**src/rtl/ddf_1p_2f_switch_pkg.sv**
```systemverilog
// ----------------------------------------------------------------------------
// ddf_1p_2f_switch_pkg
// Shared definitions for the 2-flux dynamic-dataflow SWITCH actor:
//   - state encoding of the control FSM
//   - bit positions of the fields inside a control (NDA) token
// ----------------------------------------------------------------------------
package ddf_1p_2f_switch_pkg;

   // IDLE waits for a control token; ROUTE forwards its data tokens
   typedef enum logic {
      IDLE  = 1'b0,
      ROUTE = 1'b1
   } state_t;

   // Control token layout: [0] = destination flux, [W-1:1] = token count - 1
   localparam int SEL_BIT = 0;
   localparam int CNT_LSB = 1;

endpackage : ddf_1p_2f_switch_pkg

```
**src/rtl/ddf_1p_2f_switch.sv**
```systemverilog
// ----------------------------------------------------------------------------
// ddf_1p_2f_switch
// Dynamic-dataflow SWITCH actor. Pops a control token from the NDA FIFO, then
// forwards cnt+1 data tokens from the data FIFO to the flux selected by the
// token (flux 0 or flux 1). Data path is combinational (zero latency).
//
// Ports:
//   ck         in   clock, rising edge
//   rst        in   synchronous active-high reset
//   nda_empty  in   control FIFO empty
//   nda_read   out  control FIFO pop strobe
//   nda_data   in   control token {cnt, sel} (FWFT)
//   in_empty   in   data FIFO empty
//   in_read    out  data FIFO pop strobe
//   in_data    in   data token (FWFT)
//   out0_full  in   flux-0 downstream full
//   out0_wr    out  flux-0 write strobe
//   out0_data  out  flux-0 data (= in_data)
//   out1_full  in   flux-1 downstream full
//   out1_wr    out  flux-1 write strobe
//   out1_data  out  flux-1 data (= in_data)
// ----------------------------------------------------------------------------
module ddf_1p_2f_switch
   import ddf_1p_2f_switch_pkg::*;
#(
   parameter int WIDTH     = 8,
   parameter int WIDTH_NDA = 8
) (
   input  logic                 ck,
   input  logic                 rst,
   input  logic                 nda_empty,
   output logic                 nda_read,
   input  logic [WIDTH_NDA-1:0] nda_data,
   input  logic                 in_empty,
   output logic                 in_read,
   input  logic [WIDTH-1:0]     in_data,
   input  logic                 out0_full,
   output logic                 out0_wr,
   output logic [WIDTH-1:0]     out0_data,
   input  logic                 out1_full,
   output logic                 out1_wr,
   output logic [WIDTH-1:0]     out1_data
);

   localparam int CNT_W = WIDTH_NDA - 1;
   localparam logic [CNT_W-1:0] REM_ONE  = {{(CNT_W-1){1'b0}}, 1'b1};
   localparam logic [CNT_W-1:0] REM_ZERO = {CNT_W{1'b0}};

   state_t           state_r;
   logic             sel_r;
   logic [CNT_W-1:0] rem_r;

   logic             sel_full_s;
   logic             xfer_s;
   logic             nda_pop_s;

   // Handshake decode: strobes are combinational and forced low during reset
   always_comb begin
      sel_full_s = 1'b0;
      xfer_s     = 1'b0;
      nda_pop_s  = 1'b0;
      if (sel_r) begin
         sel_full_s = out1_full;
      end else begin
         sel_full_s = out0_full;
      end
      if (rst) begin
         xfer_s    = 1'b0;
         nda_pop_s = 1'b0;
      end else if (state_r == ROUTE) begin
         // full on the non-selected flux is deliberately ignored
         xfer_s    = !in_empty && !sel_full_s;
         nda_pop_s = 1'b0;
      end else begin
         xfer_s    = 1'b0;
         nda_pop_s = !nda_empty;
      end
   end

   assign nda_read  = nda_pop_s;
   assign in_read   = xfer_s;
   assign out0_wr   = xfer_s && !sel_r;
   assign out1_wr   = xfer_s &&  sel_r;
   assign out0_data = in_data;
   assign out1_data = in_data;

   // Control FSM plus remaining-token counter; exit at rem_r==0 so no underflow
   always_ff @(posedge ck) begin
      if (rst) begin
         state_r <= IDLE;
         sel_r   <= 1'b0;
         rem_r   <= REM_ZERO;
      end else begin
         case (state_r)
            IDLE: begin
               if (nda_pop_s) begin
                  sel_r   <= nda_data[SEL_BIT];
                  rem_r   <= nda_data[WIDTH_NDA-1:CNT_LSB];
                  state_r <= ROUTE;
               end
            end
            ROUTE: begin
               if (xfer_s) begin
                  if (rem_r == REM_ZERO) begin
                     state_r <= IDLE;
                  end else begin
                     rem_r <= rem_r - REM_ONE;
                  end
               end
            end
            default: begin
               state_r <= IDLE;
            end
         endcase
      end
   end

endmodule : ddf_1p_2f_switch

```
**config.mk**
```make
export PLATFORM = sky130hd
export DESIGN_NAME = ddf_1p_2f_switch
export DESIGN_NICKNAME = d
export VERILOG_FILES = /design/src/rtl/ddf_1p_2f_switch_pkg.sv /design/src/rtl/ddf_1p_2f_switch.sv
export SDC_FILE = /design/constraint.sdc
export NUM_CORES = 1
export LEC_CHECK = 0
export CORE_ASPECT_RATIO = 1.25
export CORE_UTILIZATION = 30
export DETAILED_ROUTE_END_ITERATION = 8
export GPL_ROUTABILITY_DRIVEN = 0
export GPL_TIMING_DRIVEN = 0
export PLACE_DENSITY = 0.66
export SLEW_MARGIN = 10
export SYNTH_ARGS = -nofsm -noshare
export SYNTH_HDL_FRONTEND = slang
export SYNTH_SLANG_ARGS = --single-unit
```
**constraint.sdc**
```tcl
create_clock -name ck -period 3.5 [get_ports ck]
set_input_delay 0.875 -clock ck [delete_from_list [all_inputs] [get_ports ck]]
set_output_delay 0.875 -clock ck [all_outputs]
set_load 0.01 [all_outputs]
```
; Word level (Yosys, flattened, before mapping)
; Index checks and enable logic that the tools add are counted.
[word_totals]
ff_bits = 9
latchBits = 0
ram_bits = 0
rom_bits = 0
input_bits = 22
out_inout_bits = 20
memories = 0
[op_classes]
add_sub_neg = 1
multipliers = 0
div_mod_pow = 0
order_cmp = 0
eq_ne = 3
shift = 0
mux = 13
n_bitwise = 1
reduce_logical = 10
[ops]
columns = op, n
row1 = $mux W7, 3
row2 = $pmux W7 S2, 1
row3 = $mux W1, 8
row4 = $logic_not A7 Y1, 1
row5 = $sub A7 B1 Y7 const B, 1
row6 = $logic_not A1 Y1, 4
row7 = $ne A2 B2 Y1 const B, 2
row8 = $logic_and A1 B1 Y1, 3
row9 = $reduce_and A3 Y1, 1
row10 = $ne A2 B1 Y1 const B, 1
row11 = $pmux W1 S2, 1
row12 = $reduce_and A2 Y1, 1
row13 = $not A1 Y1, 1

; Depth between registers and ports, before layout
; Gate-level depths: netlist of the first run.
[depth]
word_depth = 7
mapped_depth = 8

; Least setup slack after synthesis of the first run
; Ideal clock, no wire load.
[synth_timing]
path_type = input to output
startpoint = in rst
endpoint = out out1_wr
arrival_time_ns = 1.733
required_ns = 2.625
slack_ns = 0.892
path_stages = 3
n_path_buf = 1
cell_sequence = buf_6 > or3b_4 > nor3b_1
[synth_between]
elab_chain_len = 2
[synth_lines]
columns = item, line
row1 = from (decl), ddf_1p_2f_switch.sv:30  ; input logic rst,
row2 = $mux W1, ddf_1p_2f_switch.sv:67  ; if (rst) begin
row3 = $logic_and A1 B1 Y1, ddf_1p_2f_switch.sv:83  ; assign out1_wr = xfer_s && sel_r;
row4 = to (decl), ddf_1p_2f_switch.sv:41  ; output logic out1_wr,
; Every way passes these cells.

; Worst setup path after layout of the first run
[layout_timing]
startpoint = in in_empty
endpoint = out in_read
[layout_between]
elab_chain_len = 4
[layout_lines]
columns = item, line
row1 = from (decl), ddf_1p_2f_switch.sv:34  ; input logic in_empty,
row2 = $logic_not A1 Y1, ddf_1p_2f_switch.sv:72  ; xfer_s = !in_empty && !sel_full_s;
row3 = $logic_and A1 B1 Y1, ddf_1p_2f_switch.sv:72
row4 = $mux W1, ddf_1p_2f_switch.sv:70  ; end else if (state_r == ROUTE) begin
row5 = $mux W1, ddf_1p_2f_switch.sv:67
row6 = to (decl), ddf_1p_2f_switch.sv:35  ; output logic in_read,
; Every way passes these cells.

==> qor.yml, run 1 <==
timing.fmax_mhz: 294
synth.distinct_cells: 30
antenna_left: 0
ys_ff_latch: 9
drive_gt1_share_pct: 21.4
regArea_sq_um: 180
required_ns: 2.62
hp-class: "register to register"
syn_area_per_cell_sq_um: 8.04
slew_viol_final: 0
finalHoldViolCount: 0
cts_tree: "done"
synth_top_area_share_pct: 24.9
power_frac_comb_pct: 42.2
grt_pass1_wl_um: 2730
cpMostUsedCell: "clkdlybuf4s50_1"
status: "finished, final reports clean"
p_seq_share_pct: 35.0
globalRouteTotalUtil_pct: 14.1
clock-root-buffer: "clkbuf_4"
layout_min_cycle_time_ns: 3.40
drc: 0
clock_path_buffers: 2
grt_max_degree: 11
fillCellCount: 234
reg2reg_depth: 7
path_max_fanout: 3
cpMaxStageDelayCell: "clkdlybuf4s50_1"
ir_worst_vdd_v: 0.000154
crit_chain: "clkdlybuf4s50_1 -> or3b_4 -> a211oi_4 -> clkdlybuf4s50_1"
diodes: 0
vias: 719
grt_pass1_vias: 679
initial_core_util_pct: 32.4
ctsResizeCount: 0
die_h_um: 56.9
detail_route.wl_per_cell_um: 11.0
cts_buffers: 3
synthTopCellsByArea: "dfxtp_1, buf_4, buf_6, a21oi_1, mux2i_1"
layout.nets: 151
worst_skew_pair.late_latency_ns: 0.25
antenna_found_initial: 0
period_share_pct: 97.1
worst_slew_pin_slew_ns: 0.479
rsz0062_at_grt: "false"
io_buffers: 32
power.density_mw_per_mm2: 314
switching_share_pct: 31.6
synth_seq_area_share_pct: 24.9
clock_sinks: 9
switching_power_w: 0.000110
synthCells: 90
flow.area_growth_from_synthesis_pct: 53.3
setup_viol: 0
drt_iter0_drc: 8
slew-limit-headroom_pct: 68.0
multi_input_area_sq_um: 359
ctsHoldBuffers: 0
synth_area_sq_um: 723
power.internal_w: 0.000238
critical_path.max_stage_delay_ns: 0.58
routed_via_density: 4.58
htree_levels: 1
post_cts_buffers: 0
worstHoldPathCells: 2
path_class: "input pin to output port"
hpwl_um: 1380
power.total_w: 0.000348
critPathLaunchType: "input pin"
synth_top_cell_by_area: "dfxtp_1"
clkPwrFrac_pct: 22.8
p_leak_nw: 0.462
boundaryPins: 42
synth_nets: 114
die_area_sq_mm: 0.00261
rows: 19
overflow: 0
finalWirelength_um: 1720
crit_arrival_ns: 2.52
drtPass1Iterations: 4
tns_ns: 0
die_x_um: 45.9
final_util_pct: 49.6
worst_setup_path_end_kind: "output port"
clk_pin_slew_ns: 0.06
skew_ns: 0.00250
drv_cap: 0
core-area_sq_mm: 0.00223
yosysWarnings: 0
-- power groups by stage --
stage / Sequential [W] / Clock, W / Combinational [W]
after global placement: 0.000123 / 0 / 0.000144
after CTS: 0.000122 / 0.0000835 / 0.000148
after floorplan: 0.000122 / 0 / 0.0000964
after global routing: 0.000124 / 0.0000893 / 0.000161
final: 0.000122 / 0.0000792 / 0.000147
after detailed placement: 0.000124 / 0 / 0.000147
-- registers in the layout, summed over array words and instances (netlist names) --
signal and cells:
sel_r 1, state_r 1, rem_r 7
-- layout make-up --
class | count | share of cell area, %
well taps | 31 | 3.50
clock buffers | 4 | 2.37
flip-flops and latches | 9 | 16.3
multi-input cells | 54 | 32.4
inverters | 7 | 2.37
plain buffers | 20 | 14.2
repair buffers | 32 | 28.9
-- synth_stat cells --
library cell  count
o32ai_1           2
a211o_1           2
buf_6             3
a211oi_1          1
o311a_1           1
o21ai_2           1
nor3_1            2
nand2b_1          1
a21oi_1           6
clkbuf_1          1
mux2i_1           3
nor2_1            8
nand4_1           1
o22ai_1           1
a211oi_4          1
or3b_4            1
o21ai_0           2
dfxtp_1           9
nor3b_1           1
inv_1             7
xor2_1            2
a21oi_2           1
buf_4            16
nor2b_1           4
nand2_1           6
a31o_2            1
or3_1             1
ha_1              2
nor4_1            1
nand3_1           2
-- metal layers --
layer  vias to the layer above  part of all wire (%)  GRT usage (%)
met5                         -                     0              0
met4                         0                  0.52           5.88
met1                       329                    39           15.0
li1                        364                     -              -
met3                         2                   5.5           3.22
met2                        24                    55           25.2
-- cell families after synthesis --
group	Yosys count	share of synthesized area [%]
multiplexers	3	4.15
buffers and inverters	27	25.4
adder cells (fa/ha/maj)	2	3.46
flip-flops	9	24.9
AO/OA/AOI/OAI	19	20.1
XOR/XNOR	2	2.42
AND/OR/NAND/NOR	28	19.6
-- worst max-delay path: cells and delay by family --
family          cells  cell delay [ns]
simple gates        1             0.40
buf+inv             2             0.98
compound gates      1             0.27
-- layout by cell type, fill, tap and decap left out, types with 2 or more instances in the layout --
cell type,netlist,layout
a211o_1,2,2
a21oi_1,6,6
buf_4,16,16
buf_6,3,3
clkbuf_1,1,2
clkbuf_4,0,3
clkdlybuf4s50_1,0,32
dfxtp_1,9,9
ha_1,2,2
inv_1,7,7
mux2i_1,3,3
nand2_1,6,6
nand3_1,2,2
nor2_1,8,8
nor2b_1,4,4
nor3_1,2,2
o21ai_0,2,2
o32ai_1,2,2
xor2_1,2,2
-- path summary, 6_finish.rpt --
path	from	end	slack (ns)
max	in_empty	in_read	0.10
min	rem_r[5]	rem_r[5]	0.48
max reg2reg	state_r	rem_r[2]	1.69
min reg2reg	rem_r[5]	rem_r[5]	0.48
-- through the flow --
| step | setup slack (ns) | hold slack [ns] | std cells | cell area, sq um |
|---|---|---|---|---|
| 2_1_floorplan | 0.892 | 0.454 | 90 | 723 |
| 3_3_place_gp | 0.111 | 0.473 | 153 | 1080 |
| 3_5_place_dp | 0.0971 | 0.477 | 153 | 1080 |
| 4_1_cts | 0.0910 | 0.486 | 157 | 1110 |
| 5_1_grt | 0.0403 | 0.512 | 157 | 1110 |
| 6_report | 0.100 | 0.482 | 157 | 1110 |
No activity file was read; power rests on OpenSTA's default activity.
==> inputs of run 2 (changes only) <==
Settings changed: GPL_TIMING_DRIVEN 0 to 1, HOLD_SLACK_MARGIN from default to 0.05, TNS_END_PERCENT from default to 20.
==> qor.yml, run 2 (same netlist as run 1, synthesis figures left out) <==
final_cell_mix: "clkdlybuf4s50_1, dfxtp_1, nor2_1, inv_1"
finalWirelength_um: 1400
timing.fmax_mhz: 293
flow.area_growth_from_synthesis_pct: 14.9
hp-class: "register to register"
antenna_found_initial: 0
detail_route.wl_per_cell_um: 11.1
ctsHoldBuffers: 0
drt_iter0_drc: 7
worst_setup_path_end_kind: "output port"
vias: 597
tns_ns: 0
clock_sinks: 9
overflow: 0
p_leak_nw: 0.328
final_common_cell: "clkdlybuf4s50_1"
ff2ff_setup_slack_ns: 1.63
fillCellCount: 261
path_max_fanout: 3
die_area_sq_mm: 0.00261
period_share_pct: 97.4
worstHoldPathCells: 2
ir_worst_vdd_v: 0.000139
globalRouteTotalUtil_pct: 12.0
path_class: "input pin to output port"
layout.nets: 120
finalHoldViolCount: 0
worst_skew_pair.late_latency_ns: 0.26
drtPass1Iterations: 4
finalWorstSetupSlack_ns: 0.0894
core-area_sq_mm: 0.00223
largest_reg_flops: 7
skew_ns: 0.00868
diodes: 0
place_ws_ns: 0.101
crit_path_start: "rst"
io_buffers: 17
r2r-start: "rem_r[0]"
top_regs: "rem_r x7, sel_r x1, state_r x1"
htree_levels: 1
clock_path_buffers: 2
grt_pass1_vias: 582
hpwl_um: 1060
grt_max_degree: 19
largest_register: "rem_r"
grt_pass1_wl_um: 2330
clock-root-buffer: "clkbuf_4"
slew_viol_final: 0
hold_end: "rem_r[5]"
post_cts_buffers: 0
slew-limit-headroom_pct: 59.2
drive_gt1_share_pct: 12.6
worstHoldStart: "rem_r[5]"
worst_slew_pin_slew_ns: 0.613
required_ns: 2.62
clk_pin_slew_ns: 0.06
initial_core_util_pct: 32.4
critPathLaunchType: "input pin"
antenna_left: 0
die_x_um: 45.9
crit_arrival_ns: 2.54
cts_tree: "done"
power.density_mw_per_mm2: 371
routed_via_density: 4.74
rsz0062_at_grt: "false"
ctsResizeCount: 0
r2r-end: "rem_r[4]"
rows: 19
die_h_um: 56.9
cts_buffers: 3
status: "finished, final reports clean"
setup_viol: 0
boundaryPins: 42
reg2reg_depth: 7
drv_cap: 0
drc: 0
layout_min_cycle_time_ns: 3.41
[run 2: layer usage]
layer	vias to the layer above	routed length [um]	global-route usage, %
met5	-	0	0
met4	0	13	5.04
met3	2	109	3.86
met2	26	730	20.9
met1	269	545	12.3
li1	300	-	-
[run 2: critical path, cell delays in order]
cell and delay [ns]:
clkdlybuf4s50_1 0.43, or3b_4 0.43, a211oi_4 0.23, clkdlybuf4s50_1 0.57
[run 2: through the flow]
step | std cells | util [%] | hold WS [ns] | total power, W | area, sq um
floorplan | 90 | - | 0.454 | 0.000218 | 723
global placement | 122 | 36.0 | 0.473 | 0.000227 | 805
detailed placement | 122 | 36.0 | 0.484 | 0.000230 | 805
CTS | 126 | 37.2 | 0.493 | 0.000313 | 831
global route | 126 | 37.2 | 0.512 | 0.000335 | 831
finish | 126 | 37.2 | 0.486 | 0.000308 | 831
[run 2: how the worst max path moves through the flow]
stage / endpoint / slack [ns]
CTS: in_read / 0.09
detailed placement: in_read / 0.10
floorplan: out1_wr / 0.89
global route: in_read / 0.04
finish: in_read / 0.09
global placement: in_read / 0.12
[run 2: cell type report]
class	instances	area, sq um	area share [%]
Inverter	7	26.3	3.16
Timing Repair Buffer	21	200	24.1
Multi-Input combinational cell	54	359	43.2
Tap cell	31	38.8	4.67
Clock buffer	4	26.3	3.16
Sequential cell	9	180	21.7
[run 2: report_power, final]
part	switching [W]	internal, W
Combinational	0.0000535	0.0000527
Clock	0.0000371	0.0000439
Sequential	0.00000824	0.000113
